`config.mk`:
```
export PLATFORM = sky130hd
export DESIGN_NAME = chiplib_pri_queue_pop_prefetch
export DESIGN_NICKNAME = d
export VERILOG_FILES = /design/src/rtl/chiplib_pri_queue_pop_prefetch.sv
export SDC_FILE = /design/constraint.sdc
export NUM_CORES = 1
export LEC_CHECK = 0
export CAP_MARGIN = 20
export CELL_PAD_IN_SITES_DETAIL_PLACEMENT = 1
export CELL_PAD_IN_SITES_GLOBAL_PLACEMENT = 1
export CORE_MARGIN = 10
export CORE_UTILIZATION = 35
export CTS_BUF_LIST = sky130_fd_sc_hd__clkbuf_4 sky130_fd_sc_hd__clkbuf_8
export CTS_CLUSTER_DIAMETER = 50
export DETAILED_ROUTE_END_ITERATION = 6
export HOLD_SLACK_MARGIN = 0.12
export PLACE_DENSITY_LB_ADDON = 0.1
export SYNTH_ARGS = -nofsm -noshare
export SYNTH_HDL_FRONTEND = slang
export SYNTH_SLANG_ARGS = --single-unit
```
`constraint.sdc`:
```
create_clock -name clk -period 7.4 [get_ports clk]
set_clock_uncertainty 0.2 [all_clocks]
set_input_delay 2.22 -clock clk [delete_from_list [all_inputs] [get_ports clk]]
set_output_delay 2.22 -clock clk [all_outputs]
set_load 0.01 [all_outputs]
```
`src/rtl/chiplib_pri_queue_pop_prefetch.sv`:
```
// Pop-side controller for the priority queue.
// Pulls entries from the queue core's combinational head/pop interface into a
// Depth-entry prefetch FIFO. When the FIFO is empty, the queue head is passed
// straight through to the consumer in the same cycle (bypass).
// Entries in the FIFO are committed: a later higher-priority push into the core
// cannot overtake them.
//
// Handshake: a consumer transfer happens on a rising clk edge when
// pop_valid && pop_ready. Once pop_valid is high, pop_data/pop_pri/pop_valid
// hold until that transfer happens. The only exceptions are flush and rst,
// which withdraw the offer. queue_pop_valid is a strobe that removes the queue
// head at the same edge. It is never asserted while the core reports empty.
module chiplib_pri_queue_pop_prefetch #(
  parameter int DataWidth     = 64,
  parameter int PriorityWidth = 16,
  parameter int Depth         = 2,
  parameter int CountWidth    = $clog2(Depth + 1)
) (
  input  logic                     clk,
  input  logic                     rst,
  input  logic                     flush,
  output logic [DataWidth-1:0]     pop_data,
  output logic [PriorityWidth-1:0] pop_pri,
  output logic                     pop_valid,
  input  logic                     pop_ready,
  output logic                     queue_pop_valid,
  input  logic [DataWidth-1:0]     queue_pop_data,
  input  logic [PriorityWidth-1:0] queue_pop_pri,
  input  logic                     empty,
  output logic [CountWidth-1:0]    count
);

  if (Depth < 1) begin : g_depth_check
    $error("chiplib_pri_queue_pop_prefetch: Depth must be 1 or more");
  end

  // Pointers wrap at Depth explicitly, so Depth need not be a power of two.
  // Storage is rounded up to the pointer range so every pointer value indexes
  // a real slot. Slots at Depth and above are never addressed.
  localparam int PtrWidth = (Depth > 1) ? $clog2(Depth) : 1;
  localparam int MemDepth = 2 ** PtrWidth;
  localparam logic [PtrWidth-1:0]   LastPtr   = PtrWidth'(Depth - 1);
  localparam logic [CountWidth-1:0] FullCount = CountWidth'(Depth);

  logic [DataWidth-1:0]     r_data_mem [MemDepth];
  logic [PriorityWidth-1:0] r_pri_mem  [MemDepth];
  logic [PtrWidth-1:0]      r_rd_ptr;
  logic [PtrWidth-1:0]      r_wr_ptr;
  logic [CountWidth-1:0]    r_count;

  logic                w_has_data;
  logic                w_full;
  logic                w_fire;
  logic                w_rd;
  logic                w_byp;
  logic                w_wr;
  logic [PtrWidth-1:0] w_rd_ptr_nxt;
  logic [PtrWidth-1:0] w_wr_ptr_nxt;

  // Consumer-facing mux, handshake qualifiers and the queue pop strobe.
  // rst and flush both withdraw the offer and block any queue pop, so nothing
  // is taken from the core in a cycle whose FIFO contents are being discarded.
  always_comb begin
    w_has_data      = (r_count != '0);
    w_full          = (r_count == FullCount);
    pop_valid       = 1'b0;
    pop_data        = queue_pop_data;
    pop_pri         = queue_pop_pri;
    queue_pop_valid = 1'b0;
    w_wr_ptr_nxt    = (r_wr_ptr == LastPtr) ? '0 : r_wr_ptr + 1'b1;
    w_rd_ptr_nxt    = (r_rd_ptr == LastPtr) ? '0 : r_rd_ptr + 1'b1;

    if (w_has_data) begin
      pop_data = r_data_mem[r_rd_ptr];
      pop_pri  = r_pri_mem[r_rd_ptr];
    end

    if (!rst && !flush) begin
      pop_valid = w_has_data | ~empty;
    end

    w_fire = pop_valid & pop_ready;
    w_rd   = w_fire & w_has_data;
    // With the FIFO empty and the consumer ready, the head goes straight out.
    w_byp  = ~w_has_data & pop_ready;

    if (!rst && !flush) begin
      queue_pop_valid = ~empty & (~w_full | w_rd);
    end

    w_wr = queue_pop_valid & ~w_byp;
  end

  // Occupancy and pointer state. Flush clears the FIFO exactly like reset.
  always_ff @(posedge clk) begin
    if (rst || flush) begin
      r_count  <= '0;
      r_rd_ptr <= '0;
      r_wr_ptr <= '0;
    end else begin
      if (w_wr) begin
        r_wr_ptr <= w_wr_ptr_nxt;
      end
      if (w_rd) begin
        r_rd_ptr <= w_rd_ptr_nxt;
      end
      r_count <= r_count + CountWidth'(w_wr) - CountWidth'(w_rd);
    end
  end

  // FIFO storage. The write is written at the tail. It is not reset because
  // the contents are only read while count is nonzero.
  always_ff @(posedge clk) begin
    if (w_wr) begin
      r_data_mem[r_wr_ptr] <= queue_pop_data;
      r_pri_mem[r_wr_ptr]  <= queue_pop_pri;
    end
  end

  assign count = r_count;

endmodule

```
== After elaboration in Yosys (flattened, before gate mapping) ==
Memories as Yosys holds them, arrays and structs flattened. A register that Yosys moved wholly into a read port is not among the register bits.
Cells that the tools add are included.
Word-level totals
  register bits after elaboration: 4
  RAM bits: 160
  input port bits: 85
  output and inout bits: 84
  logic and storage cells: 38
  memories: 2
Memories
  r_data_mem: depth 2, bits a word 64, rd ports 1, clocked after Yosys merged registers in 1, wr ports 1, line 45  | logic [DataWidth-1:0] r_data_mem [MemDepth];
  r_pri_mem: depth 2, bits a word 16, rd ports 1, clocked after Yosys merged registers in 1, wr ports 1, line 46  | logic [PriorityWidth-1:0] r_pri_mem [MemDepth];
Cells by class
  add/sub/neg operators: 4
  equal/unequal tests: 1
  multiplexer cells: 12
  bitwise logic cells: 11
  reductions and logical operators: 5
Operator list (count)
  2-to-1 mux 64 bit: 1
  2-to-1 mux 16 bit: 1
  2-to-1 mux 1 bit: 10
  bitwise AND 1 bit: 5
  inverter 1 bit: 4
  adder 1 bit (second input constant): 2
  adder 2 x 1 -> 2 bit: 1
  == test 2 bit (second input constant): 1
  zero test 1 bit: 2
  bitwise OR 1 bit: 2
  nonzero test 2 bit: 1
  subtractor 2 x 1 -> 2 bit: 1
  logical AND 1 bit: 1
  logical OR 1 bit: 1

== Longest topological paths before layout ==
Gate-level depths: netlist (run 1).
  depth in word-level cells: 11
  mapped depth: 8
  mapped depth without buffers: 8

== Worst setup path before layout (run 1) ==
Ideal clock, no wire load.
  path kind: input-to-reg
  from: input pop_ready
  to: memory r_data_mem[0][0], enable pin
  arrival: 5.947 ns
  required time: 6.681 ns
  path slack: 0.735 ns
  stages: 3
  buffers on the path: 0
  path through: xnor2_1 o21ai_2 nor2_1
On the way
  longest elaborated chain between the ends: 8
  elaborated cells on any way between the ends: 10
  those cells by class: 3 x mux; 7 x bitwise
RTL lines
  start, declared: line 25  | input logic pop_ready,
  bitwise AND 1 bit: line 82  | w_fire = pop_valid & pop_ready;
  bitwise AND 1 bit: line 83  | w_rd = w_fire & w_has_data;
  bitwise OR 1 bit: line 88  | queue_pop_valid = ~empty & (~w_full | w_rd);
  bitwise AND 1 bit: line 88
  2-to-1 mux 1 bit: line 87  | if (!rst && !flush) begin
  bitwise AND 1 bit (*): line 91  | w_wr = queue_pop_valid & ~w_byp;
  2-to-1 mux 1 bit (*): line 114  | if (w_wr) begin
  2-to-1 mux 1 bit (not written as such) (*): line 115  | r_data_mem[r_wr_ptr] <= queue_pop_data;
  end, declared: line 45
Mark *: on every way between the ends. The rest lies on a longest branch, timed or not.

== Worst setup path in the final report (run 1) ==
  from: input flush
  to: output queue_pop_valid
On the way
  longest elaborated chain between the ends: 8
RTL lines
  start, declared: line 21  | input logic flush,
  zero test 1 bit (*): line 78, 87
  logical AND 1 bit (*): line 78, 87
  2-to-1 mux 1 bit: line 78  | if (!rst && !flush) begin
  bitwise AND 1 bit: line 82
  bitwise AND 1 bit: line 83
  bitwise OR 1 bit: line 88
  bitwise AND 1 bit: line 88
  2-to-1 mux 1 bit (*): line 87
  end, declared: line 26  | output logic queue_pop_valid,
Marks and branches as above.

==> flow_summary_export.csv, run 1 <==
group,metric,value,unit
yosys,ys_warn_count,0,
yosys,synth_seq_area_share,0.7182,
yosys,synth_area,0.006829,mm²
yosys,ys_ff_latch,165,
final_layout,syn_to_final_growth,34.81,%
clocking,tritoncts,"built",
clocking,cts_sinks,165,
drt,vias,4223,
clocking,h-tree-depth,4,
global_route,antenna_found_initial,0,
sta,hold_viol,0,
clocking,postCtsResizedCells,0,
final_layout,fin_nets,715,
place,gp_congestion,0.7190,
setup_path,end_kind,"output port",
drt,drtIter0Drc,198,
global_route,grtUsageTotal,0.1334,
yosys,yosysTopAreaCellShare,0.7036,
sta,finalCritPeriodShare,0.8443,
min_path,hp-class,"reg2reg",
sta,final-setup-viol-count,0,
power,seqPwrFrac,0.533,
final_layout,utilization,0.4762,
setup_path,crit_family,"buffers and inverters",
yosys,ys_top_cells_by_count,"edfxtp_1 (160), mux2i_1 (80), nand2_1 (80)",
clocking,cts_root_buffer,"clkbuf_8",
drt,firstDrtPassIters,4,
yosys,synthArstFlopShare,0,
yosys,synthMuxAreaShare,0.1173,
sta,fmax,160.1,MHz
place,dp_hpwl,11.37,mm
yosys,synth-xor-area-share,0.005130,
die,die_area,0.02550,mm²
yosys,synth_top_area_cell,"edfxtp_1",
drt,via_per_inst,4.661,
outcome,status,"finished clean",
die,die_w,159.7,µm
setup_path,cpPeakStageDelay,0.57,ns
yosys,synth_area_per_cell,14.88,µm²
sta,rsz0062_at_grt,"no",
drt,drtAntennaViolNets,0,
setup_path,crit_slowest_cell,"clkdlybuf4s50_1",
final_layout,n_antenna_cell,0,
clocking,clockBufferDepth,2,
drt,wl_per_cell,18.58,µm
setup_path,path_max_fanout,6,
sta,relSlewSlack,0.3494,
clocking,post_cts_buffers,0,
power,pwr-share-clk,0.375,
power,p_per_area,211.5,mW/mm²
yosys,synth_top_family_by_area,"multiplexers",
setup_path,required,4.98,ns
clocking,holdBufCountCts,0,
sta,tightest_slew,0.9736,ns
setup_path,crit_type,"in2out",
place,port_buffers,168,
setup_path,arrival,3.83,ns
clocking,cts_made_buffers,17,
setup_path,crit_chain,"clkdlybuf4s50_1 -> nor3_1 -> a21boi_0 -> clkdlybuf4s50_1",
yosys,synth-simple-area-share,0.05680,
yosys,ys_types,25,
yosys,synthAdderAreaFrac,0.003664,
setup_path,start_kind,"input pin",
die,rows,51,
die,start_util,0.3532,
final_layout,final_layout_size_suffix_gt1_frac,0.08892,
yosys,synth_area_leaders,"edfxtp_1 (70%), mux2i_1 (12%), o21ai_0 (4.6%)",
power,internal_power,0.001544,W
sta,period_minus_slack,6.248,ns
final_layout,fin_cells,906,
setup_path,crit_top_cell,"clkdlybuf4s50_1",
power,power_frac_comb,0.092,
power,swShare,0.2073,
die,die_h,159.7,µm
sta,fin_tns_setup,0,ns
sta,slew_viol_final,0,
place,dp_cells,874,
clocking,clk-insertion-delay-late,0.45,ns
power,p_leak,3.062,nW
global_route,grt_pass1_wl,26.61,mm
place,place_area,0.008751,mm²
clocking,clk_pin_slew,0.09,ns
global_route,grt_max_degree,78,
drt,finalWirelength,16.83,mm
sta,whs,0.4213,ns
global_route,overflow,0,
setup_path,critPathBufInv,2,
die,core-area,0.01933,mm²
yosys,synth_fp_nets,546,
yosys,synth_compound_area_frac,0.07109,
global_route,grt_pass1_vias,4679,
power,ir_drop,0.0001094,V
final_layout,design_area,0.009206,mm²
yosys,synth_most_common_cell,"edfxtp_1",
flow_run,cap_violations,0,
die,io_pins,169,
power,p_sw,0.0004038,W
yosys,ys.flop_type,"edfxtp_1",
drt,drc_errors,0,
yosys,postSynthCellCount,459,
yosys,synth-edff-count,160,
final timing paths:
check / start / end / slack (ns) / cells past startpoint
worst max-delay path: flush / queue_pop_valid / 1.15 / 4
worst min-delay path: r_rd_ptr / r_rd_ptr / 0.42 / 2
worst max register to register: count[1] / r_data_mem[0][30] / 4.73 / 4
worst min register to register: r_rd_ptr / r_rd_ptr / 0.42 / 2
routing by layer:
metal | vias up | share of wire | global-route usage
met3 | 17 | 0.068 | 0.05450
met1 | 2044 | 0.45 | 0.1638
met5 | - | 0 | 0
met4 | 0 | 0.016 | 0.04549
met2 | 111 | 0.47 | 0.2084
li1 | 2051 | - | -
cells in the final DEF, fill, tap and decap left out, types with 5 or more instances in the layout:
cell type          n
clkdlybuf4s50_1  168
edfxtp_1         160
mux2i_1           80
o21ai_0           63
o21ai_1            8
buf_4              7
clkbuf_8          17
nand2_1           80
o21ai_2           11
bufinv_16          5
cell families (layout without fill, tap and decap cells):
kind of cell | Yosys count | after routing
DFF | 165 | 165
xor gates and xnor gates | 4 | 4
buffers and inverters | 28 | 210
muxes | 80 | 80
and+or+nand+nor | 94 | 94
AOI/OAI and AO/OA | 86 | 86
adders and majority gates | 2 | 2
sequential cells by signal (all words and copies together) (netlist names), named ones only:
signal	count
count	2
r_data_mem	128
r_pri_mem	32
r_rd_ptr	1
r_wr_ptr	1
per-stage QoR:
| step | power, W | setup WS, ns |
|---|---|---|
| floorplan | 0.001115 | 0.7347 |
| global placement | 0.001236 | 1.180 |
| detailed placement | 0.001240 | 1.151 |
| CTS | 0.001974 | 1.132 |
| global route | 0.002026 | 1.023 |
| finish | 0.001947 | 1.152 |
power by group through the flow:
stage | combinational, W | clock [W] | sequential, W
after floorplan | 0.0000546 | 0 | 0.00106
after global placement | 0.000177 | 0 | 0.00106
after detailed placement | 0.000181 | 0 | 0.00106
after CTS | 0.000183 | 0.000753 | 0.00104
after global routing | 0.000195 | 0.000791 | 0.00104
final | 0.000179 | 0.000731 | 0.00104
worst reg2reg max path: cells and delay by family, from the launching register on:
kind,cells,cell delay (ns)
compound gates,1,0.18
xor+xnor,1,0.36
flops,1,0.40
simple gates,1,0.61
buf+inv,1,0.55
area by class of cell:
| type | count | area (µm²) |
|---|---|---|
| fill | 1978 | 10130 |
| sequential | 165 | 4908 |
| timing repair buffer | 176 | 1754 |
| multi-input combinational | 266 | 1749 |
| tap | 265 | 331.6 |
| clock buffer | 19 | 249.0 |
| clock inverter | 13 | 206.4 |
| inverter | 2 | 7.507 |
No activity file was read; power rests on OpenSTA's default activity.
==> inputs of run 2 (changes only) <==
- clock period: 7.4 -> 5.85 ns (I/O delays scaled with it)
==> flow_summary_export.csv, run 2 (synthesis results as in run 1) <==
group,metric,value,unit
clocking,clk-insertion-delay-late,0.44,ns
place,place_area,0.008768,mm²
sta,final-setup-viol-count,0,
flow_run,cap_violations,0,
clocking,holdBufCountCts,0,
final_layout,design_area,0.009126,mm²
die,die_area,0.02550,mm²
power,p_per_area,250.9,mW/mm²
final_layout,utilization,0.4720,
global_route,overflow,0,
drt,firstDrtPassIters,4,
sta,slew_viol_final,0,
clocking,cts_root_buffer,"clkbuf_8",
global_route,grtUsageTotal,0.1308,
setup_path,required,3.89,ns
sta,tightest_slew,0.8569,ns
clocking,clockBufferDepth,2,
clocking,cts_sinks,165,
setup_path,path_max_fanout,6,
drt,wl_per_cell,18.23,µm
sta,rsz0062_at_grt,"no",
final_layout,final_layout_size_suffix_gt1_frac,0.08451,
final_layout,final_cell_mix,"clkdlybuf4s50_1 (168), edfxtp_1 (160), mux2i_1 (80), nand2_1 (80), o21ai_0 (63)",
die,io_pins,169,
setup_path,r2r_slack,3.67,ns
clocking,tritoncts,"built",
global_route,grt_pass1_vias,4678,
drt,vias,4262,
drt,drtIter0Drc,188,
sta,period_minus_slack,5.371,ns
setup_path,start_kind,"input pin",
outcome,status,"finished clean",
place,dp_hpwl,10.99,mm
drt,drc_errors,0,
power,ir_drop,0.0001255,V
setup_path,arrival,3.42,ns
final_layout,multi_input_area,0.001749,mm²
final_layout,fin_nets,714,
final_layout,ff_latch_area,0.004908,mm²
global_route,grt_pass1_wl,26.33,mm
clocking,cts_made_buffers,17,
drt,drtAntennaViolNets,0,
min_path,hp-class,"reg2reg",
clocking,clk_pin_slew,0.09,ns
final_layout,fill_cells,1963,
sta,finalCritPeriodShare,0.9180,
final_layout,largest_reg_flops,128,
sta,whs,0.4362,ns
place,preCtsSetupSlack,0.5111,ns
place,gp_congestion,0.7048,
final_layout,syn_to_final_growth,33.64,%
clocking,postCtsResizedCells,0,
die,die_w,159.7,µm
drt,finalWirelength,16.48,mm
global_route,antenna_found_initial,0,
sta,hold_viol,0,
sta,relSlewSlack,0.4288,
final_layout,final_common_cell,"clkdlybuf4s50_1",
die,rows,51,
sta,fmax,186.2,MHz
clocking,post_cts_buffers,0,
die,core-area,0.01933,mm²
final_layout,n_antenna_cell,0,
clocking,h-tree-depth,4,
power,p_leak,3.003,nW
sta,setup_ws,0.4794,ns
die,start_util,0.3532,
setup_path,crit_type,"in2out",
final_layout,top_register,"r_data_mem",
drt,via_per_inst,4.715,
place,port_buffers,168,
setup_path,end_kind,"output port",
die,die_h,159.7,µm
global_route,grt_max_degree,81,
## run 2: per-layer routing
layer	global-route usage	up-vias	routed length [µm]
met5	0	-	0
met2	0.2122	115	8048
li1	-	2049	-
met3	0.05501	11	1256
met4	0.03538	0	144
met1	0.1565	2087	7034
## run 2: cell type report
type	instances	area share
Inverter	2	0.0008226
Clock inverter	12	0.01193
Timing Repair Buffer	175	0.1941
Clock buffer	19	0.02728
Sequential cell	165	0.5378
Tap cell	265	0.03633
Multi-Input combinational cell	266	0.1917
## run 2: final timing paths
path                      to     start  cells past startpoint
max          queue_pop_valid     flush                      4
min                 r_rd_ptr  r_rd_ptr                      2
min reg2reg         r_rd_ptr  r_rd_ptr                      2
max reg2reg         count[1]  count[1]                      8
## run 2: critical path, stage by stage
cell and delay (ns):
clkdlybuf4s50_1 0.50, nor3_1 0.36, a21boi_0 0.23, clkdlybuf4s50_1 0.57
## run 2: stage by stage
step | total power, W | TNS, ns | std cells
after detailed placement | 0.001568 | 0 | 873
final | 0.002290 | 0 | 904
after CTS | 0.002325 | 0 | 904
after global placement | 0.001563 | 0 | 873
after floorplan | 0.001410 | -56.05 | 459
after global routing | 0.002391 | 0 | 904
## run 2: where the power goes
group / internal, W / total, W / leakage [nW] / switching [W]
Combinational: 0.000128 / 0.000225 / 1.34 / 0.0000973
Clock: 0.000343 / 0.000752 / 0.174 / 0.000409
Sequential: 0.00131 / 0.00131 / 1.49 / 0.00000444
Total: 0.00178 / 0.00229 / 3.00 / 0.000511
==> inputs of run 3 (changes only) <==
- CORE_ASPECT_RATIO: default -> 1.4
- SLEW_MARGIN: default -> 15
==> flow_summary_export.csv, run 3 (synthesis results as in run 1) <==
group,metric,value,unit
final_layout,final_layout_size_suffix_gt1_frac,0.08320,
final_layout,design_area,0.009160,mm²
final_layout,utilization,0.4766,
drt,drc_errors,0,
final_layout,fin_cells,886,
setup_path,end_kind,"output port",
sta,tightest_slew,0.8912,ns
final_layout,fin_nets,712,
power,swShare,0.2104,
die,start_util,0.3553,
clocking,tritoncts,"built",
die,die_h,185.3,µm
sta,slew_viol_final,0,
setup_path,arrival,3.49,ns
setup_path,crit_type,"in2out",
setup_path,path_max_fanout,6,
drt,drtAntennaViolNets,0,
clocking,clk-insertion-delay-late,0.44,ns
sta,relSlewSlack,0.4059,
global_route,grt_pass1_wl,25.88,mm
clocking,post_cts_buffers,0,
power,p_sw,0.0005069,W
clocking,cts_root_buffer,"clkbuf_8",
final_layout,largest_reg_flops,128,
power,ir_drop,0.0001263,V
min_path,hp-start,"r_rd_ptr",
final_layout,multi_input_area,0.001749,mm²
power,seqPwrFrac,0.545,
sta,rsz0062_at_grt,"no",
final_layout,top_register,"r_data_mem",
global_route,overflow,0,
power,internal_power,0.001902,W
power,p_leak,3.029,nW
place,port_buffers,168,
final_layout,fill_cells,1980,
die,die_area,0.02558,mm²
setup_path,required,3.89,ns
setup_path,rr_startpoint,"count[0]",
setup_path,rr_worst_depth,8,
sta,hold_viol,0,
clocking,cts_sinks,165,
global_route,grtUsageTotal,0.1270,
clocking,postCtsResizedCells,0,
die,io_pins,169,
die,core-area,0.01922,mm²
drt,wl_per_cell,18.70,µm
clocking,cts_made_buffers,17,
clocking,holdBufCountCts,0,
min_path,hp-class,"reg2reg",
drt,drtIter0Drc,235,
clocking,clockBufferDepth,2,
power,power,0.002409,W
sta,final-setup-viol-count,0,
drt,firstDrtPassIters,4,
sta,finalCritPeriodShare,0.9315,
outcome,status,"finished clean",
drt,vias,4216,
die,rows,60,
sta,fmax,183.5,MHz
min_path,holdPathEnd,"r_rd_ptr",
global_route,grt_pass1_vias,4659,
sta,period_minus_slack,5.449,ns
place,gp_congestion,0.7126,
final_layout,ff_latch_area,0.004908,mm²
place,dp_hpwl,10.87,mm
min_path,holdPathStages,2,
power,power_frac_comb,0.093,
flow_run,cap_violations,0,
final_layout,final_cell_mix,"clkdlybuf4s50_1 (168), edfxtp_1 (160), mux2i_1 (80), nand2_1 (80), o21ai_0 (63)",
final_layout,final_common_cell,"clkdlybuf4s50_1",
power,pwr-share-clk,0.362,
sta,fin_tns_setup,0,ns
global_route,antenna_found_initial,1,
place,place_area,0.008732,mm²
setup_path,r2r_end,"count[1]",
place,dp_cells,854,
final_layout,syn_to_final_growth,34.13,%
clocking,h-tree-depth,4,
drt,finalWirelength,16.57,mm
drt,via_per_inst,4.758,
clocking,clk_pin_slew,0.08,ns
global_route,grt_max_degree,90,
setup_path,r2r_slack,3.58,ns
setup_path,start_kind,"input pin",
power,p_per_area,263.0,mW/mm²
die,die_w,138.1,µm
==> run 3: power by group through the flow <==
stage          sequential, W  combinational (W)  clock (W)
2_1_floorplan        0.00134          0.0000691          0
3_3_place_gp         0.00134           0.000224          0
3_5_place_dp         0.00134           0.000228          0
4_1_cts              0.00131           0.000230   0.000911
5_1_grt              0.00131           0.000245   0.000953
6_report             0.00131           0.000225   0.000871
==> run 3: worst max-delay path: stages <==
cell,delay [ns]
clkdlybuf4s50_1,0.49
nor3_1,0.42
a21boi_0,0.25
clkdlybuf4s50_1,0.57
==> run 3: worst max path at each step <==
stage	from	to	slack [ns]	cells after the start
5_1_grt	flush	queue_pop_valid	0.28	4
2_1_floorplan	pop_ready	r_data_mem[0][0]	-0.35	3
3_5_place_dp	flush	queue_pop_valid	0.38	4
4_1_cts	flush	queue_pop_valid	0.38	4
6_report	flush	queue_pop_valid	0.40	4
3_3_place_gp	flush	queue_pop_valid	0.43	4
==> run 3: layer usage <==
layer | up-vias | global-route usage | part of all wire
li1 | 2052 | - | -
met1 | 2034 | 0.1455 | 0.42
met2 | 116 | 0.2129 | 0.50
met3 | 14 | 0.04997 | 0.065
met4 | 0 | 0.04184 | 0.014
met5 | - | 0 | 0
==> run 3: metrics by stage <==
stage	setup slack [ns]	hold slack, ns
3_3_place_gp	0.4336	0.3444
5_1_grt	0.2816	0.4360
4_1_cts	0.3771	0.3704
3_5_place_dp	0.3811	0.3455
6_report	0.4005	0.3688
2_1_floorplan	-0.3503	0.3200
==> run 3: cell type report <==
type	count	area share
inverters	2	0.0008196
clock inverters	13	0.02008
flip-flops and latches	165	0.5359
well taps	248	0.03388
multi-input cells	266	0.1910
clock buffers	18	0.02636
diodes	1	0.0002732
repair buffers	173	0.1918
